<file path="src/rtl/cmp_minmax_seq_if.sv">
// Sample-in / result-out handshake bundle for cmp_minmax_seq.
// Index fields exist only when CMP_MINMAX_IDX_EN is defined.
interface cmp_minmax_seq_if #(
  parameter int WIDTH = 4,
  parameter int IDXW  = 3
) ();

  logic                    in_valid;
  logic signed [WIDTH-1:0] in_data;
  logic                    in_ready;

  logic                    out_valid;
  logic                    out_ready;
  logic signed [WIDTH-1:0] out_max;
  logic signed [WIDTH-1:0] out_min;
`ifdef CMP_MINMAX_IDX_EN
  logic [IDXW-1:0]         out_max_idx;
  logic [IDXW-1:0]         out_min_idx;
`endif

  // Source of samples and consumer of results.
  modport master (
    output in_valid,
    output in_data,
    input  in_ready,
    input  out_valid,
    output out_ready,
    input  out_max,
    input  out_min
`ifdef CMP_MINMAX_IDX_EN
    ,
    input  out_max_idx,
    input  out_min_idx
`endif
  );

  // The sequencer itself.
  modport slave (
    input  in_valid,
    input  in_data,
    output in_ready,
    output out_valid,
    input  out_ready,
    output out_max,
    output out_min
`ifdef CMP_MINMAX_IDX_EN
    ,
    output out_max_idx,
    output out_min_idx
`endif
  );

endinterface

</file>
<file path="src/rtl/cmp_minmax_seq.sv">
// Frame min/max finder sharing one signed comparator over time.
// Define CMP_MINMAX_IDX_EN to add min/max position outputs.

module comparator #(
  parameter int width = 4
) (
  input  logic signed [width-1:0] a,
  input  logic signed [width-1:0] b,
  output logic                    equal,
  output logic                    greater,
  output logic                    lower
);

  assign equal   = (a == b);
  assign greater = (a > b);
  assign lower   = (a < b);

endmodule

module cmp_minmax_seq #(
  parameter int WIDTH = 4,
  parameter int DEPTH = 8,
  parameter int IDXW  = (DEPTH > 1) ? $clog2(DEPTH) : 1
) (
  input  logic              clk,
  input  logic              rst,
  input  logic              start,
  output logic              busy,
  cmp_minmax_seq_if.slave   bus
);

  localparam int CNTW = $clog2(DEPTH + 1);

  localparam logic [CNTW-1:0] LAST = CNTW'(DEPTH - 1);

  localparam logic [2:0] IDLE    = 3'd0;
  localparam logic [2:0] FIRST   = 3'd1;
  localparam logic [2:0] ACCEPT  = 3'd2;
  localparam logic [2:0] CMP_MAX = 3'd3;
  localparam logic [2:0] CMP_MIN = 3'd4;
  localparam logic [2:0] DONE    = 3'd5;

  logic [2:0] state;
  logic [2:0] state_nx;

  logic signed [WIDTH-1:0] sample;
  logic signed [WIDTH-1:0] max_q;
  logic signed [WIDTH-1:0] min_q;
  logic signed [WIDTH-1:0] cmp_a;
  logic signed [WIDTH-1:0] cmp_b;
  logic [CNTW-1:0]         count;

  logic eq_w;
  logic gt_w;
  logic lt_w;
  logic take;

`ifdef CMP_MINMAX_IDX_EN
  logic [IDXW-1:0] max_idx;
  logic [IDXW-1:0] min_idx;
`endif

  comparator #(
    .width (WIDTH)
  ) u_cmp (
    .a       (cmp_a),
    .b       (cmp_b),
    .equal   (eq_w),
    .greater (gt_w),
    .lower   (lt_w)
  );

  assign take = bus.in_valid & bus.in_ready;

  assign bus.in_ready  = (state == FIRST) | (state == ACCEPT);
  assign bus.out_valid = (state == DONE);
  assign busy          = (state != IDLE);
  assign bus.out_max   = max_q;
  assign bus.out_min   = min_q;
`ifdef CMP_MINMAX_IDX_EN
  assign bus.out_max_idx = max_idx;
  assign bus.out_min_idx = min_idx;
`endif

  // Next-state decode; start only matters in IDLE.
  always_comb begin
    state_nx = state;
    unique case (state)
      IDLE:    if (start) state_nx = FIRST;
      FIRST:   if (take) state_nx = (DEPTH == 1) ? DONE : ACCEPT;
      ACCEPT:  if (take) state_nx = CMP_MAX;
      CMP_MAX: state_nx = CMP_MIN;
      CMP_MIN: state_nx = (count == LAST) ? DONE : ACCEPT;
      DONE:    if (bus.out_ready) state_nx = IDLE;
      default: state_nx = IDLE;
    endcase
  end

  // State register.
  always_ff @(posedge clk) begin
    if (rst) state <= IDLE;
    else     state <= state_nx;
  end

  // Comparator operands are loaded one cycle ahead of the state that
  // consumes them, and otherwise hold, so nothing loops back combinationally.
  always_ff @(posedge clk) begin
    if (rst) begin
      cmp_a <= '0;
      cmp_b <= '0;
    end else if (state == ACCEPT && take) begin
      cmp_a <= bus.in_data;
      cmp_b <= max_q;
    end else if (state == CMP_MAX) begin
      cmp_b <= min_q;
    end
  end

  // Running extrema, sample register and position counter.
  always_ff @(posedge clk) begin
    if (rst) begin
      sample <= '0;
      max_q  <= '0;
      min_q  <= '0;
      count  <= '0;
    end else begin
      unique case (state)
        FIRST: if (take) begin
          max_q <= bus.in_data;
          min_q <= bus.in_data;
          count <= CNTW'(1);
        end
        ACCEPT: if (take) sample <= bus.in_data;
        // Ties keep the earlier value and position.
        CMP_MAX: if (gt_w & ~eq_w) max_q <= sample;
        CMP_MIN: begin
          if (lt_w & ~eq_w) min_q <= sample;
          count <= count + 1'b1;
        end
        default: ;
      endcase
    end
  end

`ifdef CMP_MINMAX_IDX_EN
  // Positions track the same updates as the extrema.
  always_ff @(posedge clk) begin
    if (rst) begin
      max_idx <= '0;
      min_idx <= '0;
    end else begin
      unique case (state)
        FIRST: if (take) begin
          max_idx <= '0;
          min_idx <= '0;
        end
        CMP_MAX: if (gt_w & ~eq_w) max_idx <= IDXW'(count);
        CMP_MIN: if (lt_w & ~eq_w) min_idx <= IDXW'(count);
        default: ;
      endcase
    end
  end
`endif

endmodule

</file>
<file path="src/flat_wrapper.sv">
// flat-port wrapper written by rule: the top's interface ports become plain ports
module cmp_minmax_seq_flat 
#(
  parameter int WIDTH = 4,
  parameter int DEPTH = 8,
  parameter int IDXW  = (DEPTH > 1) ? $clog2(DEPTH) : 1
)
  (clk, rst, start, busy, bus_in_valid, bus_in_data, bus_in_ready, bus_out_valid, bus_out_ready, bus_out_max, bus_out_min);
  cmp_minmax_seq_if #(.WIDTH(WIDTH), .IDXW(IDXW)) bus_i ();
  input  logic clk;
  input  logic rst;
  input  logic start;
  output logic busy;
  input wire logic [$bits(bus_i.in_valid)-1:0] bus_in_valid;
  input wire logic [$bits(bus_i.in_data)-1:0] bus_in_data;
  output wire logic [$bits(bus_i.in_ready)-1:0] bus_in_ready;
  output wire logic [$bits(bus_i.out_valid)-1:0] bus_out_valid;
  input wire logic [$bits(bus_i.out_ready)-1:0] bus_out_ready;
  output wire logic [$bits(bus_i.out_max)-1:0] bus_out_max;
  output wire logic [$bits(bus_i.out_min)-1:0] bus_out_min;
  assign bus_i.in_valid = bus_in_valid;
  assign bus_i.in_data = bus_in_data;
  assign bus_in_ready = bus_i.in_ready;
  assign bus_out_valid = bus_i.out_valid;
  assign bus_i.out_ready = bus_out_ready;
  assign bus_out_max = bus_i.out_max;
  assign bus_out_min = bus_i.out_min;
  cmp_minmax_seq #(.WIDTH(WIDTH), .DEPTH(DEPTH), .IDXW(IDXW)) u_core (.clk(clk), .rst(rst), .start(start), .busy(busy), .bus(bus_i));
endmodule
</file>
<file path="config.mk">
export PLATFORM = sky130hd
export DESIGN_NAME = cmp_minmax_seq_flat
export DESIGN_NICKNAME = d
export VERILOG_FILES = /design/src/rtl/cmp_minmax_seq_if.sv /design/src/rtl/cmp_minmax_seq.sv /design/src/flat_wrapper.sv
export SDC_FILE = /design/constraint.sdc
export NUM_CORES = 1
export LEC_CHECK = 0
export BUFFER_PORTS_ARGS = -buffer_cell sky130_fd_sc_hd__buf_4
export CORE_ASPECT_RATIO = 0.7
export CORE_UTILIZATION = 49
export DETAILED_ROUTE_END_ITERATION = 12
export HOLD_SLACK_MARGIN = 0.06
export PLACE_DENSITY_LB_ADDON = 0.05
export SETUP_SLACK_MARGIN = 0.5
export SYNTH_ARGS = -nofsm -noshare
export SYNTH_HDL_FRONTEND = slang
export SYNTH_SLANG_ARGS = --single-unit
</file>
<file path="constraint.sdc">
create_clock -name clk -period 1.6 [get_ports clk]
set_input_delay 0.32 -clock clk [delete_from_list [all_inputs] [get_ports clk]]
set_output_delay 0.32 -clock clk [all_outputs]
set_load 0.05 [all_outputs]
</file>
==> impl_metrics.toml, run 1 <==
[cts]
cts.sinks = 23
cts_buffer_depth = 2
htreeDepth = 1
cts_buffers = 3
root_buffer = "clkbuf_4"

[global_routing]
grt_max_degree = 24
antenna_found_initial = 0

[floorplan]
start_util_pct = 54.7
die_h_um = 44.2
num_rows = 14
io_pins = 20
die_w_um = 62.3

[yosys]
synth_area_um2 = 1250
synth.most_common_cell = "dfxtp_1"
synth_cell_types = 38
yosysTopAreaCell = "dfxtp_1"
syn_nets = 162
syn-instance-count = 148
synth_ff_type = "dfxtp_1"
async_reset_ff_share_pct = 0
synth_top_area_share_pct = 36.9
ys_top_cells_by_count = "dfxtp_1 (23), nand2_1 (20), nor2_1 (15)"
synthTopCellsByArea = "dfxtp_1 (37%), nand2_1 (6.0%), ha_1 (5.0%)"
syn_area_per_cell_um2 = 8.42
synth-seq-cells = 23
seq_area_frac_synth_pct = 36.9
ys_warn_count = 0
synth_edf_count = 0

[place]
hpwl_mm = 2.44
placedCellCount = 206
dp_worst_setup_slack_ns = -0.196
numPortBuffers = 19
gp_congestion = 0.925
placed_area_um2 = 1570

[run_status]
failed_stage = "global routing"
tool.error = "[ERROR DPL-0033] detailed placement checks failed during check placement."
status = "did not finish"

[sta]
endpoint_type = "register input"
worstEndpointGrtRepair = "u_core.bus.out_min[1]$_SDFFE_PP0P_/D"
## metrics by stage
step	hold slack (ns)	setup TNS [ns]
2_1_floorplan	0.391	0
3_3_place_gp	0.444	-0.392
3_5_place_dp	0.443	-0.866
4_1_cts	0.253	-0.549
## cells by family after synthesis
| logic type | synth area share [%] |
|---|---|
| compound gates | 21.6 |
| simple gates | 25.3 |
| xor+xnor | 0.703 |
| mux | 4.82 |
| buf+inv | 5.62 |
| flops | 36.9 |
| fa+ha+maj | 5.02 |
## repair_timing
| item | CTS |
|---|---|
| endpoints found under the setup margin | 34 |
| gates resized for setup | 80 |
| setup buffers | 18 |
| pin swaps | 25 |
| gates cloned | 1 |
| hold buffers | 0 |
==> inputs of run 2 (changes only) <==
- CORE_AREA: default -> 2 2 63 65
- CORE_ASPECT_RATIO: 0.7 -> default
- CORE_UTILIZATION: 49 -> default
- DIE_AREA: default -> 0 0 65 67
- HOLD_SLACK_MARGIN: 0.06 -> default
- PLACE_DENSITY_LB_ADDON: 0.05 -> 0.15
- SETUP_SLACK_MARGIN: 0.5 -> default
- clock period: 1.6 -> 2.1 ns (I/O delays scaled with it)
==> run 2 against run 1 <==
Against the previous run:
- the flow now finishes without violations
- synthesized cell count did not move
- synthesized area did not move
==> impl_metrics.toml, run 2 <==
[yosys]
seq_area_frac_synth_pct = 36.9
synth_edf_count = 0
synth_area_um2 = 1250
yosysTopAreaCell = "dfxtp_1"
syn_area_per_cell_um2 = 8.42
ys_warn_count = 0
synthTopCellsByArea = "dfxtp_1 (37%), nand2_1 (6.0%), ha_1 (5.0%)"
ys_top_cells_by_count = "dfxtp_1 (23), nand2_1 (20), nor2_1 (15)"
synth.most_common_cell = "dfxtp_1"
synth_top_area_share_pct = 36.9
synth_cell_types = 38
synth-seq-cells = 23
syn_nets = 162
synth_ff_type = "dfxtp_1"
async_reset_ff_share_pct = 0
syn-instance-count = 148

[worst_hold_path]
hold_path.class = "input pin to register"
hold_end = "u_core.sample[0]$_SDFFE_PP0P_"
min_from = "bus_in_data[0]"
hold_path_depth = 3

[power_and_ir_drop]
p_per_area_nw_per_um2 = 690
vdd_drop_max_mv = 0.425
p_leak_nw = 0.568

[worst_setup_path]
worstPathArrival_ns = 1.96
timing.rr.start = "u_core.cmp_b[3]$_SDFFE_PP0P_"
critPathCaptureType = "register"
required_ns = 2.27
worstSetupPathType = "register to register"
path_cells = "inv_1 > ha_1 > nand2b_1 > mux2i_1 > a21oi_2 > or2_1 > a311oi_1"
worst-r2r-cell-count = 7
cpPeakStageDelay_ns = 0.34
cp_max_fo = 5
crit_path_start_kind = "register"
r2r_slack_ns = 0.31
critPathSlowestCell = "dfxtp_1"
r2r-end = "u_core.bus.out_max[3]$_SDFFE_PP0P_"

[sta]
finalSetupViolCount = 0
timing.hold.ws_ns = 0.404
rsz0062_at_grt = "no"
fin_crit_ns = 1.79
finalClockSkew_ns = 0.00881
finalMaxSlewViolations = 0
min_period_over_period_pct = 85.3
hold_violations = 0
fmax_mhz = 558
worst_slew_pin_slew_ns = 0.456
slew_headroom_pct = 69.5
fin_tns_setup_ns = 0

[floorplan]
core_um2 = 3610
die-area_um2 = 4360
io_pins = 20
die_w_um = 65
die_h_um = 67
num_rows = 22
start_util_pct = 34.6

[place]
placed_area_um2 = 1430
numPortBuffers = 19
hpwl_mm = 2.16
gp_congestion = 0.809
placedCellCount = 210

[cts]
ctsHoldBuffers = 0
post_cts_buffers = 0
clk-insertion-delay-late_ns = 0.27
cts_buffers = 3
htreeDepth = 1
cts_buffer_depth = 2
cts_tree = "built"
cts_resized = 0
root_buffer = "clkbuf_8"
clk_pin_slew_ns = 0.09
cts.sinks = 23

[routing]
postRouteAntennaNets = 0
drtIter0Drc = 55
drt-total-wl_mm = 2.91
drtPass1Iterations = 4
post_drt_wl_per_cell_um = 13.6
vias = 1113
viasPerCell = 5.20
drc = 0

[cells_and_area]
fillers = 368
final_cell_area_um2 = 1480
multi_input_comb_area_um2 = 716
final_common_cell = "dfxtp_1"
ff_latch_area_um2 = 460
final_core_util_pct = 41.0
area_delta_synth_final_pct = 18.8
layout_common_cells = "dfxtp_1 (23), buf_4 (22), nand2_1 (20)"
drive_gt1_share_pct = 19.9
diodes = 0
final_cells = 214
fin_nets = 181

[global_routing]
antenna_found_initial = 0
grt_pass1_wl_mm = 5.00
grt_max_degree = 24
grt_pass1_vias = 1041
grt_usage_pct = 14.7
overflow = 0

[flow_run]
drv_cap = 0

[run_status]
status = "finished, final reports clean"
run 2: how the worst max path moves through the flow:
| stage | endpoint | slack (ns) | startpoint |
|---|---|---|---|
| 2_1_floorplan | bus_in_ready | 0.30 | u_core.state[1]$_SDFFE_PP0P_ |
| 3_3_place_gp | u_core.bus.out_min[3]$_SDFFE_PP0P_ | 0.38 | u_core.cmp_b[1]$_SDFFE_PP0P_ |
| 3_5_place_dp | u_core.bus.out_min[0]$_SDFFE_PP0P_ | 0.31 | u_core.cmp_b[3]$_SDFFE_PP0P_ |
| 4_1_cts | u_core.bus.out_min[0]$_SDFFE_PP0P_ | 0.29 | u_core.cmp_b[3]$_SDFFE_PP0P_ |
| 5_1_grt | u_core.bus.out_min[2]$_SDFFE_PP0P_ | 0.16 | u_core.cmp_b[3]$_SDFFE_PP0P_ |
| 6_report | u_core.bus.out_max[3]$_SDFFE_PP0P_ | 0.31 | u_core.cmp_b[3]$_SDFFE_PP0P_ |
run 2: metrics by stage:
step	setup WS, ns	total power [mW]
finish	0.309	1.02
global route	0.163	1.07
CTS	0.288	1.03
detailed placement	0.314	0.751
global placement	0.385	0.747
floorplan	0.297	0.675
run 2: cell families (layout without fill, tap and decap cells):
kind of cell	count (synthesis)	count (layout)	share of synthesized area, %
and+or+nand+nor	60	60	25.3
DFF	23	23	36.9
adders and majority gates	5	5	5.02
buffers and inverters	16	34	5.62
xor gates and xnor gates	1	1	0.703
AOI/OAI and AO/OA	37	37	21.6
muxes	6	6	4.82
run 2: critical path, delay by kind of cell, from the launching register on:
| family | cells | cell delay [ns] |
|---|---|---|
| AOI/OAI and AO/OA | 2 | 0.38 |
| adders and majority gates | 1 | 0.34 |
| buffers and inverters | 1 | 0.04 |
| DFF | 1 | 0.34 |
| muxes | 1 | 0.22 |
| and+or+nand+nor | 2 | 0.38 |
run 2: power by group:
part           internal, mW  leakage [nW]  total [mW]  switching (mW)
clock                 0.134        0.0217       0.283           0.149
sequential            0.459         0.187       0.489          0.0301
combinational        0.0941         0.359       0.250           0.156
run 2: layout make-up:
class	instances	share of cell area [%]
tap	48	4.06
sequential	23	31.1
clock inverter	1	0.507
timing repair buffer	22	11.2
clock buffer	3	2.79
multi-input combinational	109	48.4
inverter	8	2.03
run 2: layer usage:
metal	up-vias	track usage [%]	part of all wire, %
li1	560	-	-
met1	527	19.9	49
met2	22	24.0	46
met3	4	2.03	3.6
met4	0	4.79	1.2
met5	-	0	0
No activity file was read; power rests on OpenSTA's default activity.
